==> src/rtl/w_pkg.sv <==
// w_pkg: shared sizes, FSM state type and bank decode for the weight loader.
// W_PARITY_EN widens the DPR write word by one even-parity bit.
package w_pkg;
  localparam int FEATURE_BITS = 4;
  localparam int DATA_W = 8;
  localparam int BANK_DEPTH_BITS_DEF = 5;
  localparam int N_BANKS = 2 ** (FEATURE_BITS - 1);
  localparam int ADDR_W = 2 * FEATURE_BITS;
  localparam int CS_W = FEATURE_BITS - 1;
`ifdef W_PARITY_EN
  localparam int WD_W = DATA_W + 1;
`else
  localparam int WD_W = DATA_W;
`endif
  typedef enum logic [1:0] {IDLE, RUN, DRAIN, DONE} state_e;
  function automatic logic [N_BANKS-1:0] bank_onehot(input logic [CS_W-1:0] cs);
    return N_BANKS'(1) << cs;
  endfunction
endpackage

==> src/rtl/w_loader_if.sv <==
// w_loader_if: ag_w address stream, temp-buffer read port and W_i DPR write port of the weight loader.
interface w_loader_if #(parameter int BANK_DEPTH_BITS = w_pkg::BANK_DEPTH_BITS_DEF);
  import w_pkg::*;
  logic start, ag_valid, ag_done, tb_rd_en, busy, done, overflow;
  logic [ADDR_W-1:0] ag_address, tb_rd_addr;
  logic [CS_W-1:0] ag_cs;
  logic [DATA_W-1:0] tb_rd_data;
  logic [N_BANKS-1:0] w_we;
  logic [BANK_DEPTH_BITS-1:0] w_addr;
  logic [WD_W-1:0] w_data;
  modport master (
    output start, ag_valid, ag_address, ag_cs, ag_done, tb_rd_data,
    input tb_rd_en, tb_rd_addr, w_we, w_addr, w_data, busy, done, overflow
  );
  modport slave (
    input start, ag_valid, ag_address, ag_cs, ag_done, tb_rd_data,
    output tb_rd_en, tb_rd_addr, w_we, w_addr, w_data, busy, done, overflow
  );
endinterface

==> src/rtl/w_bank_ptr.sv <==
// w_bank_ptr: per-bank next-free-slot pointers with saturating full flags and clear-on-start.
module w_bank_ptr import w_pkg::*; #(
  parameter int BANK_DEPTH_BITS = BANK_DEPTH_BITS_DEF
) (
  input  logic                       sys_clk,
  input  logic                       reset_n,
  input  logic                       clr,
  input  logic                       inc,
  input  logic [CS_W-1:0]            sel,
  output logic [BANK_DEPTH_BITS-1:0] ptr,
  output logic                       full
);
  logic [N_BANKS-1:0][BANK_DEPTH_BITS-1:0] ptr_q, ptr_d;
  logic [N_BANKS-1:0] full_q, full_d;
  // Writing the last slot marks the bank full instead of wrapping the pointer.
  always_comb begin
    ptr_d = ptr_q;
    full_d = full_q;
    if (clr) begin
      ptr_d = '0;
      full_d = '0;
    end else if (inc && !full_q[sel]) begin
      if (&ptr_q[sel]) full_d[sel] = 1'b1;
      else ptr_d[sel] = ptr_q[sel] + 1'b1;
    end
  end
  always_ff @(posedge sys_clk or negedge reset_n)
    if (!reset_n) begin
      ptr_q <= '0;
      full_q <= '0;
    end else begin
      ptr_q <= ptr_d;
      full_q <= full_d;
    end
  assign ptr = ptr_q[sel];
  assign full = full_q[sel];
endmodule

==> src/rtl/w_loader.sv <==
// w_loader: reads ag_w-addressed weights from the temp buffer and writes them into per-bank W_i DPRs.
// Build with W_PARITY_EN to append an even-parity bit as the MSB of w_data.
module w_loader import w_pkg::*; #(
  parameter int BANK_DEPTH_BITS = BANK_DEPTH_BITS_DEF
) (
  input logic       sys_clk,
  input logic       reset_n,
  w_loader_if.slave bus
);
  state_e state_q, state_d;
  logic v1_q, v1_d, busy_q, busy_d, done_q, done_d, ovf_q, ovf_d;
  logic [CS_W-1:0] cs1_q, cs1_d;
  logic [BANK_DEPTH_BITS-1:0] ptr;
  logic run, clr, full, wr, ovf_now;
  assign run = state_q == RUN;
  assign clr = state_q == IDLE && bus.start;
  assign wr = v1_q && !full;
  assign ovf_now = v1_q && full;
  w_bank_ptr #(.BANK_DEPTH_BITS(BANK_DEPTH_BITS)) u_ptr (
    .sys_clk(sys_clk),
    .reset_n(reset_n),
    .clr(clr),
    .inc(v1_q),
    .sel(cs1_q),
    .ptr(ptr),
    .full(full)
  );
  always_comb begin
    state_d = state_q;
    case (state_q)
      IDLE:  state_d = bus.start ? RUN : IDLE;
      RUN:   state_d = bus.ag_done ? DRAIN : RUN;
      DRAIN: state_d = DONE;
      default: state_d = IDLE;
    endcase
    v1_d = run && bus.ag_valid;
    cs1_d = v1_d ? bus.ag_cs : cs1_q;
    busy_d = state_d == RUN || state_d == DRAIN;
    done_d = state_d == DONE;
    ovf_d = !clr && (ovf_q || ovf_now);
  end
  always_ff @(posedge sys_clk or negedge reset_n)
    if (!reset_n) begin
      state_q <= IDLE;
      v1_q <= 1'b0;
      cs1_q <= '0;
      busy_q <= 1'b0;
      done_q <= 1'b0;
      ovf_q <= 1'b0;
    end else begin
      state_q <= state_d;
      v1_q <= v1_d;
      cs1_q <= cs1_d;
      busy_q <= busy_d;
      done_q <= done_d;
      ovf_q <= ovf_d;
    end
  assign bus.tb_rd_en = v1_d;
  assign bus.tb_rd_addr = run ? bus.ag_address : '0;
  assign bus.w_we = wr ? bank_onehot(cs1_q) : '0;
  assign bus.w_addr = wr ? ptr : '0;
`ifdef W_PARITY_EN
  assign bus.w_data = wr ? {^bus.tb_rd_data, bus.tb_rd_data} : '0;
`else
  assign bus.w_data = wr ? bus.tb_rd_data : '0;
`endif
  assign bus.busy = busy_q;
  assign bus.done = done_q;
  // The suppressed write is flagged in its own cycle, then held sticky.
  assign bus.overflow = ovf_q || ovf_now;
endmodule
==> src/flat_wrapper.sv <==
// flat-port wrapper written by rule: the top's interface ports become plain ports
module w_loader_flat import w_pkg::*;
#(
  parameter int BANK_DEPTH_BITS = BANK_DEPTH_BITS_DEF
)
  (sys_clk, reset_n, bus_start, bus_ag_valid, bus_ag_address, bus_ag_cs, bus_ag_done, bus_tb_rd_data, bus_tb_rd_en, bus_tb_rd_addr, bus_w_we, bus_w_addr, bus_w_data, bus_busy, bus_done, bus_overflow);
  w_loader_if #(.BANK_DEPTH_BITS(BANK_DEPTH_BITS)) bus_i ();
  input logic sys_clk;
  input logic reset_n;
  input wire logic [$bits(bus_i.start)-1:0] bus_start;
  input wire logic [$bits(bus_i.ag_valid)-1:0] bus_ag_valid;
  input wire logic [$bits(bus_i.ag_address)-1:0] bus_ag_address;
  input wire logic [$bits(bus_i.ag_cs)-1:0] bus_ag_cs;
  input wire logic [$bits(bus_i.ag_done)-1:0] bus_ag_done;
  input wire logic [$bits(bus_i.tb_rd_data)-1:0] bus_tb_rd_data;
  output wire logic [$bits(bus_i.tb_rd_en)-1:0] bus_tb_rd_en;
  output wire logic [$bits(bus_i.tb_rd_addr)-1:0] bus_tb_rd_addr;
  output wire logic [$bits(bus_i.w_we)-1:0] bus_w_we;
  output wire logic [$bits(bus_i.w_addr)-1:0] bus_w_addr;
  output wire logic [$bits(bus_i.w_data)-1:0] bus_w_data;
  output wire logic [$bits(bus_i.busy)-1:0] bus_busy;
  output wire logic [$bits(bus_i.done)-1:0] bus_done;
  output wire logic [$bits(bus_i.overflow)-1:0] bus_overflow;
  assign bus_i.start = bus_start;
  assign bus_i.ag_valid = bus_ag_valid;
  assign bus_i.ag_address = bus_ag_address;
  assign bus_i.ag_cs = bus_ag_cs;
  assign bus_i.ag_done = bus_ag_done;
  assign bus_i.tb_rd_data = bus_tb_rd_data;
  assign bus_tb_rd_en = bus_i.tb_rd_en;
  assign bus_tb_rd_addr = bus_i.tb_rd_addr;
  assign bus_w_we = bus_i.w_we;
  assign bus_w_addr = bus_i.w_addr;
  assign bus_w_data = bus_i.w_data;
  assign bus_busy = bus_i.busy;
  assign bus_done = bus_i.done;
  assign bus_overflow = bus_i.overflow;
  w_loader #(.BANK_DEPTH_BITS(BANK_DEPTH_BITS)) u_core (.sys_clk(sys_clk), .reset_n(reset_n), .bus(bus_i));
endmodule
==> config.mk <==
export PLATFORM = sky130hd
export DESIGN_NAME = w_loader_flat
export DESIGN_NICKNAME = d
export VERILOG_FILES = /design/src/rtl/w_pkg.sv /design/src/rtl/w_loader_if.sv /design/src/rtl/w_bank_ptr.sv /design/src/rtl/w_loader.sv /design/src/flat_wrapper.sv
export SDC_FILE = /design/constraint.sdc
export NUM_CORES = 1
export LEC_CHECK = 0
export ABC_AREA = 1
export CORE_ASPECT_RATIO = 0.5
export CORE_MARGIN = 3
export CORE_UTILIZATION = 39
export DETAILED_ROUTE_END_ITERATION = 10
export HOLD_SLACK_MARGIN = 0.05
export MAX_ROUTING_LAYER = met4
export PLACE_DENSITY_LB_ADDON = 0.12
export SLEW_MARGIN = 20
export SYNTH_ARGS = -nofsm -noshare
export SYNTH_HDL_FRONTEND = slang
export SYNTH_SLANG_ARGS = --single-unit
==> constraint.sdc <==
create_clock -name sys_clk -period 2.3 [get_ports sys_clk]
set_input_delay 0.345 -clock sys_clk [delete_from_list [all_inputs] [get_ports sys_clk]]
set_output_delay 0.345 -clock sys_clk [all_outputs]
set_load 0.02 [all_outputs]
# [After elaboration in Yosys (flattened, before gate mapping)]
# Index checks and enable logic that the tools add are counted.
[word_totals] output_inout_bits=33 elab_cells=64 in_bits=24 regBits=57
[classes] addsub=1 n_reduce_logical=16 bitwise_logic=1 mux=22 n_shift=1 magnitude_cmp=2 n_eq_ne=6
[ops] operator="$mux W40" n=3
[ops] operator="$mux W8" n=6
[ops] operator="$bwmux W40" n=1
[ops] operator="$bmux W5 S3" n=1
[ops] operator="$demux W5 S3" n=1
[ops] operator="$mux W5" n=3
[ops] operator="$or A8 B8 Y8" n=1
[ops] operator="$shl A1 B3 Y8 const A" n=1
[ops] operator="$eq A2 B2 Y1 const B" n=3
[ops] operator="$logic_and A1 B1 Y1" n=6
[ops] operator="$pmux W2 S3" n=1
[ops] operator="$add A5 B1 Y5 const B" n=1
[ops] operator="$reduce_and A5 Y1" n=1
[ops] operator="$eq A2 B1 Y1 const B" n=2
[ops] operator="$lt A3 B4 Y1 const B" n=1
[ops] operator="$reduce_and A2 Y1" n=2
[ops] operator="$reduce_bool A2 Y1" n=2
[ops] operator="$bmux W1 S3" n=1
[ops] operator="$demux W1 S3" n=1
[ops] operator="$ge A3 B1 Y1 const B" n=1
[ops] operator="$mux W1" n=3
[ops] operator="$logic_not A1 Y1" n=2
[ops] operator="$logic_not A2 Y1" n=1
[ops] operator="$logic_or A1 B1 Y1" n=2
[ops] operator="2 further kinds" n=2

# [Logic depth before layout (Yosys ltp)]
# Gate-level depths: netlist (run 1).
[logic_depth] word_depth=8 mapped_depth=17 mapped_depth_nobuf=16

# [By module]
# A second synthesis (run 1) with hierarchy kept.
[hier_totals] hier_cells=477 hier_area_um2=3343.2
[by_module_without_submodules] module="w_bank_ptr" area_per_inst_um2=2652.5 instances=1 seq_area_each_um2=1201.2 cells_per_inst=375
[by_module_without_submodules] module="w_loader" area_per_inst_um2=690.7 instances=1 seq_area_each_um2=225.2 cells_per_inst=102

# [Worst setup path before layout (run 1)]
# Ideal clock, no wire load.
[synth_path] path_type="flip-flop to flip-flop" startpoint="reg u_core.cs1_q[1]" endpoint="reg u_core.u_ptr.ptr_q[12] (netlist bit)" t_arrival_ns=2.230 setup_ns=0.066 required_ns=2.234 path_stages_with_launch=16 n_path_buf=2 path_slack_ns=0.004 period_less_slack_ns=2.296 cell_sequence="dfrtp_1 buf_2 nor2_2 nand2_1 nand3_1 nand2_2 inv_2 ha_1 nand2_1 nor2_1 ha_1 clkbuf_1 nor2_1 inv_1 nand3_1 nand2_1"
[synth_via] elab_chain_len=8 word_cells_on_any_way=20 classes_between="add/sub: 1; order compare: 2; eq/ne: 1; mux: 10; reduce/logical: 6"
[synth_lines] item="start, declared" line="w_loader.sv:12" source="logic [CS_W-1:0] cs1_q, cs1_d;"
[synth_lines] item="start signal, assigned" line="w_loader.sv:53" source="cs1_q <= cs1_d;"
[synth_lines] item="branches (longest 8 deep; another with $add A5 B1 Y5)"
[synth_lines] item="end signal, assigned" line="w_bank_ptr.sv:32" source="ptr_q <= ptr_d;"
[synth_lines] item="end, declared" line="w_bank_ptr.sv:13" source="logic [N_BANKS-1:0][BANK_DEPTH_BITS-1:0] ptr_q, ptr_d;"
# Parallel ways; which one is timed is not known. The select of a mux whose other input is x is not followed.
# A chain may end at the register's enable or synchronous reset.

# [Final worst setup path (run 1)]
[layout_path] startpoint="reg u_core.cs1_q[0]" endpoint="out bus_w_data[6]"
[layout_via] elab_chain_len=5
[layout_lines] item="$bmux W1 S3" line="w_bank_ptr.sv:36" source="assign full = full_q[sel];"
[layout_lines] item="$mux W1 (implied by the code)" line="w_bank_ptr.sv:36"
[layout_lines] item="$logic_not A1 Y1" line="w_loader.sv:17" source="assign wr = v1_q && !full;"
[layout_lines] item="$logic_and A1 B1 Y1" line="w_loader.sv:17"
[layout_lines] item="$mux W8" line="w_loader.sv:65" source="assign bus.w_data = wr ? bus.tb_rd_data : '0;"
[layout_lines] item="end, declared" line="flat_wrapper.sv:20" source="output wire logic [$bits(bus_i.w_data)-1:0] bus_w_data;"
# No other way between the ends. The select of a mux whose other input is x is not followed.

==> results of run 1 <==
## through the flow
| stage | util | hold WS, ps | cells |
|---|---|---|---|
| finish | 0.684 | 501 | 687 |
| global route | 0.684 | 512 | 687 |
| CTS | 0.597 | 499 | 677 |
| detailed placement | 0.558 | 365 | 659 |
| global placement | 0.558 | 358 | 659 |
| floorplan | - | 49.4 | 453 |
## metal layers
layer	vias to the layer above	routed length, um	global-route usage
met1	1714	5120	0.330
met5	-	0	-
li1	1677	-	-
met3	22	1050	0.0691
met4	0	172	0.0764
met2	156	5100	0.328
## state kept, by name, indices dropped and copies added, names as in the netlist
signal and flops:
u_core.bus.done 1, u_core.u_ptr.full_q 8, u_core.bus.busy 1, u_core.cs1_q 3
u_core.ovf_q 1, u_core.v1_q 1, u_core.u_ptr.ptr_q 40, u_core.state_q 2
## what timing repair did
item,in CTS,in global routing
gates cloned,1,3
setup buffers,0,11
setup endpoints to repair,70,75
endpoints found under the hold margin,22,0
pin swaps,0,41
hold buffers,1,0
gates resized for setup,97,171
## worst reg2reg max path, stage by stage, from the launching register on
cell	delay, ps
dfrtp_2	510
clkbuf_16	200
nand2_1	70
nand2_1	50
nand2_1	70
nand3_1	90
nand2_2	110
inv_2	60
ha_4	160
nand2_4	60
nor2_4	40
ha_4	200
inv_8	90
nand4_1	110
buf_6	160
buf_6	110
nand3_2	40
nand2_1	50
## logic make-up after synthesis
group / after synthesis / synth area share
fa+ha+maj: 2 / 0.00784
compound gates: 25 / 0.0439
xor+xnor: 1 / 0.00275
flops: 57 / 0.447
buf+inv: 70 / 0.0894
simple gates: 298 / 0.409
## area by class of cell
class | instances | area (um^2) | area share
Timing Repair Buffer | 124 | 1220 | 0.234
Tap cell | 108 | 135 | 0.0259
Inverter | 56 | 234 | 0.0448
Sequential cell | 57 | 1430 | 0.274
Clock inverter | 6 | 66.3 | 0.0127
Multi-Input combinational cell | 326 | 1890 | 0.363
Clock buffer | 10 | 239 | 0.0458
## worst max path at each step
stage / from / slack [ps] / cells after the start / end
detailed placement: u_core.cs1_q[1]$_DFFE_PN0P_ / -180 / 10 / bus_w_data[7]
global placement: u_core.cs1_q[1]$_DFFE_PN0P_ / -150 / 10 / bus_w_addr[4]
CTS: u_core.cs1_q[0]$_DFFE_PN0P_ / 0.2 / 10 / bus_w_addr[4]
floorplan: u_core.cs1_q[1]$_DFFE_PN0P_ / 4 / 15 / u_core.u_ptr.ptr_q[12]$_DFFE_PN0P_
global route: u_core.cs1_q[0]$_DFFE_PN0P_ / -110 / 11 / bus_w_data[6]
finish: u_core.cs1_q[0]$_DFFE_PN0P_ / -60 / 11 / bus_w_data[6]
## report_power, final
group,switching [W],internal (W),total [W]
Sequential,0.000191,0.00115,0.00134
Combinational,0.00154,0.00106,0.00260
Clock,0.000492,0.000868,0.00136
## cell usage in the layout (no fill, tap or decap), drive strengths merged, types with 3 or more instances in the layout
cell type,count
nand2,175
buf,86
nand3,61
dfrtp,57
inv,56
nor2,49
clkdlybuf4s50,25
clkbuf,14
o21ai,11
nand4,9
a21oi,9
dlymetal6s2s,8
nor3,4
clkinvlp,3
==> results_dict.tcl, run 1 <==
set metrics [dict create \
    dpl_cell_area_um2 4250 \
    dpl_worst_slack_ps -177 \
    antenna_cells 0 \
    critPathBufInv 3 \
    clockBufferDepth 2 \
    required_ps 1960 \
    ant_nets 0 \
    numPortBuffers 56 \
    tns_ps -456 \
    crit_chain "buf_12 -> nor2_4 -> nand2_2 -> nand2_2 -> nor2_4 -> nand2_4 -> nand2_4 -> nand2_8 -> buf_6 -> nor2_1 -> buf_4" \
    drive_gt1_frac 0.364 \
    yosysTopAreaCellShare 0.447 \
    power_w 0.00529 \
    grt_max_degree 36 \
    drt_iter0_markers 359 \
    r2r_start "u_core.cs1_q[0]$_DFFE_PN0P_" \
    hold_end "u_core.u_ptr.full_q[5]$_DFFE_PN0P_" \
    clkLatencyLatePin_ps 340 \
    crit_type "flip-flop to primary output" \
    run_status "finished, violations left" \
    max_freq_mhz 424 \
    ys_seq_area_frac 0.447 \
    grt_overflow 0 \
    fin_ws_ps -58.8 \
    core_area_um2 7620 \
    drv_cap 0 \
    synth_edf_count 0 \
    vias 3569 \
    cpPeakStageDelay_ps 530 \
    synth_area_um2 3190 \
    grt_usage 0.236 \
    setup_viol 18 \
    dr.pass1.iters 5 \
    cp-end-kind "primary output" \
    syn_inst 453 \
    drt_wl_total_um 11400 \
    clk_pin_slew_ps 50 \
    grt_pass1_wl_um 16700 \
    synthTopCellsByArea "dfrtp_1 45%, nand2_1 20%, nand3_1 9.3%" \
    worstSetupStartpointType "flip-flop" \
    tightest_slew_ps 634 \
    cp_max_fo 7 \
    violations "setup timing" \
    antenna_found_initial 0 \
    die_h_um 70.0 \
    tritoncts "yes" \
    r2r-end "u_core.u_ptr.ptr_q[25]$_DFFE_PN0P_" \
    period_minus_slack_ps 2360 \
    cts_made_buffers 9 \
    layout.nets 600 \
    min_path_cells 2 \
    io_pins 57 \
    dp_hpwl_um 7660 \
    hold_class "flip-flop to flip-flop" \
    finalCritPeriodShare 1.03 \
    avgSynthCellArea_um2 7.04 \
    ys_async_sr_fraction 1.00 \
    synth.most_common_cell "nand2_1" \
    wl_per_cell_um 16.7 \
    rsz0062_at_grt "true" \
    reg2reg_depth 17 \
    syn_to_final_growth_pct 63.6 \
    power.density_cell_area_nw_per_um2 1010 \
    slowest_stage "dfrtp_2" \
    htreeDepth 3 \
    first_global_vias 3263 \
    gp_congestion 0.979 \
    yosysWarnings 0 \
    slew_headroom 0.577 \
    viasPerCell 5.20 \
    die_x_um 134 \
    synth.ff_latch_count 57 \
    clock_skew_ps 5.12 \
    peakVddDrop_mv 0.498 \
    fin_area_um2 5220 \
    p_leak_nw 2.73 \
    crit_family "simple AND/OR/NAND/NOR gates" \
    synth_top_cells_by_count "167 x nand2_1, 59 x nand3_1, 57 x dfrtp_1" \
    synth_top_area_cell "dfrtp_1" \
    syn_nets 479 \
    rows 22 \
    fill_cells 637 \
    slew_viol_final 0 \
    initial_core_util 0.418 \
    min_from "u_core.u_ptr.full_q[5]$_DFFE_PN0P_" \
    clock-sinks 57 \
    ctsRootBufferMaster "clkbuf_16" \
    finalHoldViolCount 0 \
    arrival_ps 2010 \
    synth_ff_type "dfrtp_1" \
    synthDistinctLibCells 29 \
    drc 0 \
    dieArea_um2 9370 \
    r2r_slack_ps 0 \
]
(Power assumes the default switching activity.)
==> inputs of run 2 (changes only) <==
==> constraint.sdc (replaced) <==
create_clock -name sys_clk -period 3 [get_ports sys_clk]
set_input_delay 0.45 -clock sys_clk [delete_from_list [all_inputs] [get_ports sys_clk]]
set_output_delay 0.45 -clock sys_clk [all_outputs]
set_load 0.02 [all_outputs]
==> run 2 against run 1 <==
Against the previous run: the flow now finishes without violations; non-clock buffer count decreased by 58; clock skew increased by 2.6 ps; count of clock-buffer cells in the layout increased by 1; flip-flop and latch count unchanged; combinational power decreased by 52%; critical endpoint is now bus_w_data[7]; largest cell class unchanged; largest power group unchanged.
==> results_dict.tcl, run 2 (synthesis gave the netlist of run 1 again) <==
set metrics [dict create \
    gp_congestion 0.923 \
    grt_max_degree 22 \
    power.density_cell_area_nw_per_um2 774 \
    grt_usage 0.214 \
    crit_type "flip-flop to primary output" \
    drc 0 \
    utilization 0.553 \
    dr.pass1.iters 5 \
    layout_common_cells "167 x nand2_1, 59 x nand3_1, 55 x dfrtp_1, 45 x inv_1, 44 x nor2_1" \
    dieArea_um2 9370 \
    initial_core_util 0.418 \
    rows 22 \
    grt_overflow 0 \
    run_status "complete, no violations" \
    regMostFlops "u_core.u_ptr.ptr_q" \
    layout.nets 542 \
    post_cts_buffers 0 \
    largest_reg_flops 40 \
    core_area_um2 7620 \
    layout_commonest_cell "nand2_1" \
    clockBufferDepth 2 \
    power_w 0.00326 \
    clk_pin_slew_ps 50 \
    die_h_um 70.0 \
    peakVddDrop_mv 0.441 \
    period_minus_slack_ps 2850 \
    drt_iter0_markers 309 \
    fin_worst_hold_slack_ps 66.3 \
    drv_cap 0 \
    grt_pass1_wl_um 15000 \
    viasPerCell 4.95 \
    die_x_um 134 \
    clock_skew_ps 7.74 \
    wl_per_cell_um 14.6 \
    tns_ps 0 \
    slew_headroom 0.546 \
    cp_max_fo 17 \
    antenna_found_initial 0 \
    tritoncts "yes" \
    drive_gt1_frac 0.106 \
    ctsRootBufferMaster "clkbuf_16" \
    worstSetupStartpointType "flip-flop" \
    clkLatencyLatePin_ps 340 \
    setup_viol 0 \
    max_freq_mhz 351 \
    ant_nets 0 \
    io_pins 57 \
    finalHoldViolCount 0 \
    required_ps 2550 \
    p_leak_nw 2.41 \
    cts_made_buffers 9 \
    arrival_ps 2400 \
    clock-sinks 57 \
    fin_cells 629 \
    vias 3116 \
    htreeDepth 3 \
    finalCritPeriodShare 0.949 \
    syn_to_final_growth_pct 32.1 \
    top_regs "u_core.u_ptr.ptr_q x40, u_core.u_ptr.full_q x8, u_core.cs1_q x3" \
    rsz0062_at_grt "false" \
    dp_hpwl_um 6760 \
    antenna_cells 0 \
    hold_class "input port to asynchronous set/reset pin" \
    numPortBuffers 56 \
    cp-end-kind "primary output" \
    dp.cells 613 \
    tightest_slew_ps 679 \
    slew_viol_final 0 \
    drt_wl_total_um 9160 \
    first_global_vias 2910 \
]
## run 2: worst max-delay path: stages (launching register included)
cell             delay (ps)
dfrtp_2                 430
inv_2                   170
nand3_1                 110
nand2_1                  80
nor2_4                  160
nand2_2                  90
nand2_4                 130
nand2_4                 150
nor2_1                  140
clkdlybuf4s50_1         610
## run 2: final timing paths
path,end,cells after the start,slack [ps],startpoint
max in group asynchronous,u_core.cs1_q[1]$_DFFE_PN0P_,2,2250,reset_n
min reg2reg,u_core.u_ptr.full_q[4]$_DFFE_PN0P_,2,500,u_core.u_ptr.full_q[4]$_DFFE_PN0P_
min,u_core.u_ptr.ptr_q[38]$_DFFE_PN0P_,1,70,reset_n
min in group sys_clk,u_core.u_ptr.full_q[4]$_DFFE_PN0P_,2,500,u_core.u_ptr.full_q[4]$_DFFE_PN0P_
max,bus_w_data[7],9,150,u_core.cs1_q[0]$_DFFE_PN0P_
max reg2reg,u_core.u_ptr.ptr_q[29]$_DFFE_PN0P_,14,370,u_core.cs1_q[0]$_DFFE_PN0P_
## run 2: report_power, final
group          total (W)  leakage [nW]  switching, W  internal, W
sequential       0.00101         0.780      0.000127     0.000880
combinational    0.00126          1.49      0.000858     0.000400
clock           0.000998         0.139      0.000359     0.000640
total            0.00326          2.41       0.00134      0.00192
## run 2: routing by layer
layer / up-vias / share of wire / GRT usage
met2: 119 / 0.40 / 0.286
met4: 0 / 0.017 / 0.0798
met1: 1428 / 0.50 / 0.301
li1: 1555 / - / -
met3: 14 / 0.077 / 0.0691
met5: - / 0 / -
## run 2: final cells by class
| class | instances | area (um^2) |
|---|---|---|
| fill | 759 | 3410 |
| multi-input combinational | 326 | 1490 |
| sequential | 57 | 1430 |
| timing repair buffer | 66 | 662 |
| clock buffer | 11 | 233 |
| inverter | 56 | 210 |
| tap | 108 | 135 |
| clock inverter | 5 | 56.3 |
## run 2: stage by stage
stage,instance area (um^2),worst slack (ps)
2_1_floorplan,3190,704
3_3_place_gp,3880,313
3_5_place_dp,3880,256
4_1_cts,4180,15.0
5_1_grt,4210,1.76
6_report,4210,152
## run 2: repair_timing
action | 4_1_cts | 5_1_grt
hold buffers | 0 | 0
setup endpoints to repair | 17 | 16
resized for setup | 3 | 15
hold endpoints to repair | 0 | 0
